### config.mk
export PLATFORM = sky130hd
export DESIGN_NAME = cond_exec_stage
export DESIGN_NICKNAME = d
export VERILOG_FILES = /design/src/rtl/cond_exec_stage_pkg.sv /design/src/rtl/cond_exec_stage_cond_check.sv /design/src/rtl/cond_exec_stage.sv
export SDC_FILE = /design/constraint.sdc
export NUM_CORES = 1
export LEC_CHECK = 0
export ABC_AREA = 1
export CAP_MARGIN = 20
export CORE_ASPECT_RATIO = 1.75
export CORE_MARGIN = 1.5
export CORE_UTILIZATION = 42
export CTS_BUF_LIST = sky130_fd_sc_hd__clkbuf_16
export DETAILED_ROUTE_END_ITERATION = 16
export GPL_ROUTABILITY_DRIVEN = 0
export PLACE_DENSITY_LB_ADDON = 0.08
export SYNTH_ARGS = -nofsm -noshare
export SYNTH_HDL_FRONTEND = slang
export SYNTH_SLANG_ARGS = --single-unit
### constraint.sdc
create_clock -name clk -period 2.4 [get_ports clk]
set_input_delay 0.48 -clock clk [delete_from_list [all_inputs] [get_ports clk]]
set_output_delay 0.48 -clock clk [all_outputs]
set_load 0.05 [all_outputs]
### src/rtl/cond_exec_stage_pkg.sv
// Shared constants for the condition/writeback stage: condition codes, NZCV bit
// positions and the packed writeback control bundle.
package cond_exec_stage_pkg;

  localparam logic [3:0] COND_EQ = 4'h0;
  localparam logic [3:0] COND_NE = 4'h1;
  localparam logic [3:0] COND_CS = 4'h2;
  localparam logic [3:0] COND_CC = 4'h3;
  localparam logic [3:0] COND_MI = 4'h4;
  localparam logic [3:0] COND_PL = 4'h5;
  localparam logic [3:0] COND_VS = 4'h6;
  localparam logic [3:0] COND_VC = 4'h7;
  localparam logic [3:0] COND_HI = 4'h8;
  localparam logic [3:0] COND_LS = 4'h9;
  localparam logic [3:0] COND_GE = 4'hA;
  localparam logic [3:0] COND_LT = 4'hB;
  localparam logic [3:0] COND_GT = 4'hC;
  localparam logic [3:0] COND_LE = 4'hD;
  localparam logic [3:0] COND_AL = 4'hE;

  localparam int FLAG_N = 3;
  localparam int FLAG_Z = 2;
  localparam int FLAG_C = 1;
  localparam int FLAG_V = 0;

  typedef struct packed {
    logic pc_src;
    logic reg_write;
    logic mem_write;
  } wb_ctrl_t;

endpackage

### src/rtl/cond_exec_stage_cond_check.sv
// Pure combinational decode of a 4-bit condition field against stored NZCV flags.
// Zero latency, no handshake; the reserved code 1111 never passes.
module cond_exec_stage_cond_check
  import cond_exec_stage_pkg::*;
(
  input  logic [3:0] cond,
  input  logic [3:0] flags,
  output logic       cond_ex
);

  logic n, z, c, v;

  assign n = flags[FLAG_N];
  assign z = flags[FLAG_Z];
  assign c = flags[FLAG_C];
  assign v = flags[FLAG_V];

  always_comb begin
    cond_ex = 1'b0;
    case (cond)
      COND_EQ: cond_ex = z;
      COND_NE: cond_ex = ~z;
      COND_CS: cond_ex = c;
      COND_CC: cond_ex = ~c;
      COND_MI: cond_ex = n;
      COND_PL: cond_ex = ~n;
      COND_VS: cond_ex = v;
      COND_VC: cond_ex = ~v;
      COND_HI: cond_ex = c & ~z;
      COND_LS: cond_ex = ~c | z;
      COND_GE: cond_ex = (n == v);
      COND_LT: cond_ex = (n != v);
      COND_GT: cond_ex = ~z & (n == v);
      COND_LE: cond_ex = z | (n != v);
      COND_AL: cond_ex = 1'b1;
      default: cond_ex = 1'b0;
    endcase
  end

endmodule

### src/rtl/cond_exec_stage.sv
// Holds NZCV, gates PC/reg/mem writes on the condition, registers into writeback.
// 1-cycle latency; stall freezes flags and writeback, flush (higher priority) clears valid/strobes.
module cond_exec_stage
  import cond_exec_stage_pkg::*;
#(
  parameter int DW = 32,
  parameter int AW = 4
) (
  input  logic          clk,
  input  logic          rst_n,
  input  logic          ex_valid,
  input  logic          stall,
  input  logic          flush,
  input  logic [3:0]    cond,
  input  logic [3:0]    alu_flags,
  input  logic [1:0]    flag_w,
  input  logic          pcs,
  input  logic          reg_w,
  input  logic          mem_w,
  input  logic          no_write,
  input  logic [DW-1:0] alu_result,
  input  logic [AW-1:0] wa3,
  output logic          cond_ex,
  output logic [3:0]    flags,
  output logic          wb_valid,
  output logic          pc_src,
  output logic          reg_write,
  output logic          mem_write,
  output logic [DW-1:0] wb_result,
  output logic [AW-1:0] wb_wa3
);

  logic     fire;
  wb_ctrl_t ctrl_nxt;
  wb_ctrl_t ctrl_q;

  // Condition is judged against the flags before this instruction's own update.
  cond_exec_stage_cond_check u_cond_check (
    .cond    (cond),
    .flags   (flags),
    .cond_ex (cond_ex)
  );

  assign fire = ex_valid & cond_ex & ~stall & ~flush;

  always_comb begin
    ctrl_nxt           = '0;
    ctrl_nxt.pc_src    = ex_valid & cond_ex & pcs;
    ctrl_nxt.reg_write = ex_valid & cond_ex & reg_w & ~no_write;
    ctrl_nxt.mem_write = ex_valid & cond_ex & mem_w;
  end

  always_ff @(posedge clk or negedge rst_n) begin
    if (!rst_n) begin
      flags <= '0;
    end else if (fire) begin
      if (flag_w[1]) flags[FLAG_N:FLAG_Z] <= alu_flags[FLAG_N:FLAG_Z];
      if (flag_w[0]) flags[FLAG_C:FLAG_V] <= alu_flags[FLAG_C:FLAG_V];
    end
  end

  // Flush kills only valid/strobes; data fields are left as-is since nothing consumes them.
  always_ff @(posedge clk or negedge rst_n) begin
    if (!rst_n) begin
      wb_valid  <= 1'b0;
      ctrl_q    <= '0;
      wb_result <= '0;
      wb_wa3    <= '0;
    end else if (flush) begin
      wb_valid  <= 1'b0;
      ctrl_q    <= '0;
    end else if (!stall) begin
      wb_valid  <= ex_valid;
      ctrl_q    <= ctrl_nxt;
      wb_result <= alu_result;
      wb_wa3    <= wa3;
    end
  end

  assign pc_src    = ctrl_q.pc_src;
  assign reg_write = ctrl_q.reg_write;
  assign mem_write = ctrl_q.mem_write;

endmodule

==> flow_summary.json, run 1 <==
{
  "final_cells": 395,
  "endpoint_kind": "output pin",
  "p_leak_nw": 1.55,
  "antenna_cells": 0,
  "syn_avg_cell_area_um2": 8.02,
  "stdcell_area_um2": 3120,
  "wl_um": 4910,
  "num_vias": 1835,
  "min_period_ns": 2.27,
  "wire_per_inst_um": 12.4,
  "antenna_found_initial": 0,
  "crit_fanout": 6,
  "coreArea_um2": 4400,
  "power.density_nw_per_um2": 810,
  "setup_violations": 0,
  "critPathLaunchType": "input port",
  "final_common_cell": "nand2_1",
  "critPathRequiredTime_ns": 1.92,
  "first_global_vias": 1770,
  "synthTopCellsByArea": "dfrtp_1, nand2_1, nand3_1",
  "rrSetupSlack_ns": 0.84,
  "placed_area_um2": 2980,
  "numPortBuffers": 99,
  "r2r_start": "flags[3]",
  "maxSlewHeadroom_pct": 63.0,
  "avgViaCountPerCell": 4.65,
  "synth_cell_types": 20,
  "arrival_ns": 1.79,
  "grt_pass1_wl_um": 7720,
  "drc_errors": 0,
  "rows": 32,
  "cts_setup_buffers": 0,
  "finalHoldViolCount": 0,
  "grt_overflow": 0,
  "start_util_pct": 43.7,
  "yosysSeqAreaShare_pct": 57.2,
  "synthCells": 240,
  "grt_max_degree": 38,
  "clk_pin_slew_ns": 0.06,
  "ys_ff_latch": 44,
  "nets": 398,
  "reg2reg_to": "flags[2]",
  "hold_class": "in2async",
  "drt_first_pass_iters": 4,
  "period_share_pct": 94.8,
  "vdd_drop_max_uv": 753,
  "fp.dieH_um": 92.5,
  "area_delta_synth_final_pct": 62.3,
  "netlist_area_um2": 1920,
  "fmax_mhz": 440,
  "outcome": "complete, no violations",
  "dp.cells": 387,
  "cts_hold_buf": 0,
  "grtUsageTotal_pct": 21.0,
  "clock_skew_ns": 0.00623,
  "antenna_left": 0,
  "clk_path_buf_depth": 2,
  "r2r.worst_path.cells": 13,
  "dieArea_um2": 5010,
  "maxCapViolations": 0,
  "cts-root-buf": "clkbuf_16",
  "most-common-layout-cells": "nand2_1, clkdlybuf4s50_1, dfrtp_1",
  "dp_hpwl_um": 3630,
  "cts_buffers": 5,
  "clock-sinks": 44,
  "setup_tns_ns": 0,
  "io_pins": 100,
  "crit_path_start": "cond[0]",
  "synth_top_area_share_pct": 57.2,
  "rsz0062_at_grt": "false",
  "cts_tree": "built",
  "fp.dieW_um": 54.2,
  "slew_viol_final": 0,
  "power_mw": 2.53,
  "drive_gt1_share_pct": 7.56,
  "yosysWarnings": 0,
  "drtIter0Drc": 30,
  "yosys.area.top_type": "dfrtp_1",
  "syn-num-nets": 295,
  "insertion_delay_ns": 0.28,
  "cts-resized-gates": 0,
  "worst_pin_slew_ns": 0.553,
  "critPathKind": "in2out",
  "cts_max_level": 2
}
==> cell families after synthesis <==
group	Yosys count	share of synthesized area, %
AO/OA/AOI/OAI	4	1.24
buffers and inverters	20	4.16
flip-flops	44	57.2
AND/OR/NAND/NOR	172	37.4
==> layer usage <==
layer  part of all wire (%)  global-route usage (%)  vias up
li1                       -                       -      938
met1                     37                    22.1      820
met2                     53                    37.6       70
met3                    7.2                    5.65        7
met4                    2.1                    7.92        0
met5                      0                       0        -
==> critical path: stages <==
cell             delay, ns
clkdlybuf4s50_1       0.60
inv_2                 0.07
nor3_1                0.23
nand2_1               0.10
nand2_2               0.08
nor2_4                0.04
nand2_4               0.06
buf_12                0.13
==> power by group <==
part           leakage, nW  internal (mW)  switching [mW]
Clock               0.0687          0.378           0.258
Sequential           0.551          0.845          0.0833
Combinational        0.930          0.350           0.615
==> worst max-delay path by stage <==
| stage | endpoint | slack, ns | cells past startpoint |
|---|---|---|---|
| finish | cond_ex | 0.13 | 8 |
| global route | cond_ex | 0.02 | 10 |
| CTS | cond_ex | 0.12 | 8 |
| detailed placement | cond_ex | 0.13 | 8 |
| global placement | cond_ex | 0.13 | 8 |
| floorplan | cond_ex | 0.55 | 7 |
==> synth_stat cells <==
cell and number:
nor2_4 1, a21oi_2 1, o21ai_0 2, clkbuf_1 3, buf_2 4, nand3_1 9, nor2_1 5, nand2_1 140
nand4_1 6, nand2_4 1, nand2_2 2, nand3_2 2, dfrtp_1 44, nand3b_1 1, nor2_2 4, a21oi_1 1
inv_1 9, inv_2 3, clkinv_1 1, nor3_1 1
==> area by class of cell <==
class	count	area (um^2)
fill	382	1280
multi-input combinational	176	743
tap	51	63.8
clock inverter	3	15.0
inverter	13	48.8
sequential	44	1100
clock buffer	5	125
timing repair buffer	103	1030
==> stage by stage <==
step / worst slack, ns / utilization, % / hold slack [ns]
after CTS: 0.121 / 70.9 / 0.167
after global routing: 0.0235 / 70.9 / 0.196
after global placement: 0.135 / 67.7 / 0.452
final: 0.125 / 70.9 / 0.151
after floorplan: 0.546 / - / 0.184
after detailed placement: 0.126 / 67.7 / 0.457
==> sequential cells by signal (all words and copies together), names as in the netlist <==
signal     cells
wb_wa3         4
flags          4
wb_result     32
mem_write      1
wb_valid       1
reg_write      1
pc_src         1
No activity file was read; power rests on OpenSTA's default activity.
==> inputs of run 2 (changes only) <==
- ABC_CLOCK_PERIOD_IN_PS: default -> 2400
- SLEW_MARGIN: default -> 5
==> results of run 2 <==
Same layout as run 1: the final DEF is identical, and so are final timing and power.
==> inputs of run 3 (changes only) <==
- SETUP_SLACK_MARGIN: default -> 0.05
- SLEW_MARGIN: 5 -> 20
==> flow_summary.json, run 3 (synthesis results as in run 1) <==
{
  "cts_hold_buf": 0,
  "p_int_mw": 1.57,
  "nets": 398,
  "outcome": "complete, no violations",
  "first_global_vias": 1770,
  "drtIter0Drc": 30,
  "min_period_ns": 2.26,
  "setup_ws_ns": 0.142,
  "insertion_delay_ns": 0.28,
  "clk_pin_slew_ns": 0.06,
  "power.density_nw_per_um2": 809,
  "gr-usage-met1_pct": 22.1,
  "most-common-layout-cells": "nand2_1, clkdlybuf4s50_1, dfrtp_1",
  "clock_power_share_pct": 25.1,
  "coreArea_um2": 4400,
  "cts_buffers": 5,
  "drive_gt1_share_pct": 7.56,
  "crit_fanout": 5,
  "clock-sinks": 44,
  "final_util_pct": 71.0,
  "avgViaCountPerCell": 4.64,
  "num_vias": 1834,
  "power_mw": 2.53,
  "cpLargestDelayFamily": "buffers and inverters",
  "setup_violations": 0,
  "crit_chain": "clkdlybuf4s50_1 -> inv_1 -> nor2_1 -> nand2_1 -> a21oi_1 -> nor2_2 -> nand2_4 -> buf_12",
  "fmax_mhz": 443,
  "start_util_pct": 43.7,
  "antenna_found_initial": 0,
  "rsz0062_at_grt": "false",
  "slowest_delay_ns": 0.56,
  "drt_first_pass_iters": 4,
  "vdd_drop_max_uv": 753,
  "setup_tns_ns": 0,
  "grt_pass1_wl_um": 7720,
  "rows": 32,
  "drc_errors": 0,
  "whs_ns": 0.151,
  "reg_top3": "wb_result x32, flags x4, wb_wa3 x4",
  "cp_num_buf_inv": 3,
  "arrival_ns": 1.78,
  "fp.dieW_um": 54.2,
  "critPathLaunchType": "input port",
  "cts-resized-gates": 0,
  "maxCapViolations": 0,
  "area_delta_synth_final_pct": 62.4,
  "cpMaxStageDelayCell": "clkdlybuf4s50_1",
  "hold_class": "in2async",
  "p_leak_nw": 1.56,
  "maxSlewHeadroom_pct": 63.0,
  "regMostFlops": "wb_result",
  "grt_max_degree": 38,
  "critPathKind": "in2out",
  "critPathRequiredTime_ns": 1.92,
  "cts_max_level": 2,
  "p_sw_share_pct": 37.8,
  "grtUsageMet2_pct": 37.6,
  "grt.met3_usage_pct": 5.65,
  "grt_overflow": 0,
  "cts_tree": "built",
  "io_pins": 100,
  "slew_viol_final": 0,
  "seq_power_share_pct": 36.7,
  "endpoint_kind": "output pin",
  "worst_pin_slew_ns": 0.553,
  "dieArea_um2": 5010,
  "wl_um": 4910,
  "pwr-share-comb_pct": 38.2,
  "grtUsageTotal_pct": 21.0,
  "antenna_left": 0,
  "numPortBuffers": 99,
  "dp_hpwl_um": 3630,
  "cts-root-buf": "clkbuf_16",
  "switchingPower_mw": 0.956,
  "period_share_pct": 94.1,
  "antenna_cells": 0,
  "clk_path_buf_depth": 2,
  "cts_setup_buffers": 0,
  "largest_reg_flops": 32,
  "top_usage_layer": "met2",
  "wire_per_inst_um": 12.4,
  "finalHoldViolCount": 0,
  "place_worst_setup_slack_ns": 0.126,
  "fp.dieH_um": 92.5,
  "clock_skew_ns": 0.00623,
  "final_common_cell": "nand2_1"
}
run 3: changes by cell type in the layout (fill, tap and decap cells not counted), sizes merged:
cell / previous run / this run
clkdlybuf4s50: 97 / 96
dlymetal6s2s: 0 / 1
run 3: worst paths after layout:
path,startpoint,to,slack [ns],cells after the start
hold reg to reg,wb_result[25],wb_result[25],0.47,2
min in group clk,wb_result[25],wb_result[25],0.47,2
hold / removal,rst_n,wb_result[12],0.15,1
max in group asynchronous,rst_n,wb_result[28],1.57,2
setup / recovery,cond[2],cond_ex,0.14,8
setup reg to reg,flags[3],flags[2],0.84,13
run 3: routing by layer:
metal / part of all wire [%] / wire length (um)
met1: 38 / 1840
met2: 53 / 2620
met3: 7.0 / 345
met4: 2.1 / 102
met5: 0 / 0
run 3: stage by stage:
stage | instance area, um^2 | cells
after global placement | 2980 | 387
after detailed placement | 2980 | 387
after CTS | 3120 | 395
after floorplan | 1920 | 240
after global routing | 3130 | 395
final | 3130 | 395
run 3: area by class of cell:
class | count | area (um^2)
clock buffer | 5 | 125
clock inverter | 3 | 15.0
fill | 380 | 1280
inverter | 13 | 48.8
multi-input combinational | 176 | 743
sequential | 44 | 1100
tap | 51 | 63.8
timing repair buffer | 103 | 1030
run 3: power by group through the flow:
stage | logic, mW | registers, mW | clock network, mW
final | 0.965 | 0.928 | 0.635
after global routing | 1.03 | 0.937 | 0.683
after CTS | 0.975 | 0.927 | 0.653
after detailed placement | 0.973 | 0.938 | 0
after global placement | 0.966 | 0.937 | 0
after floorplan | 0.210 | 1.29 | 0
run 3: worst reg2reg max path, delay by kind of cell, from the launching register on:
family | cells | cell delay (ns)
AND/OR/NAND/NOR | 11 | 0.75
flip-flops | 1 | 0.45
buffers and inverters | 2 | 0.26
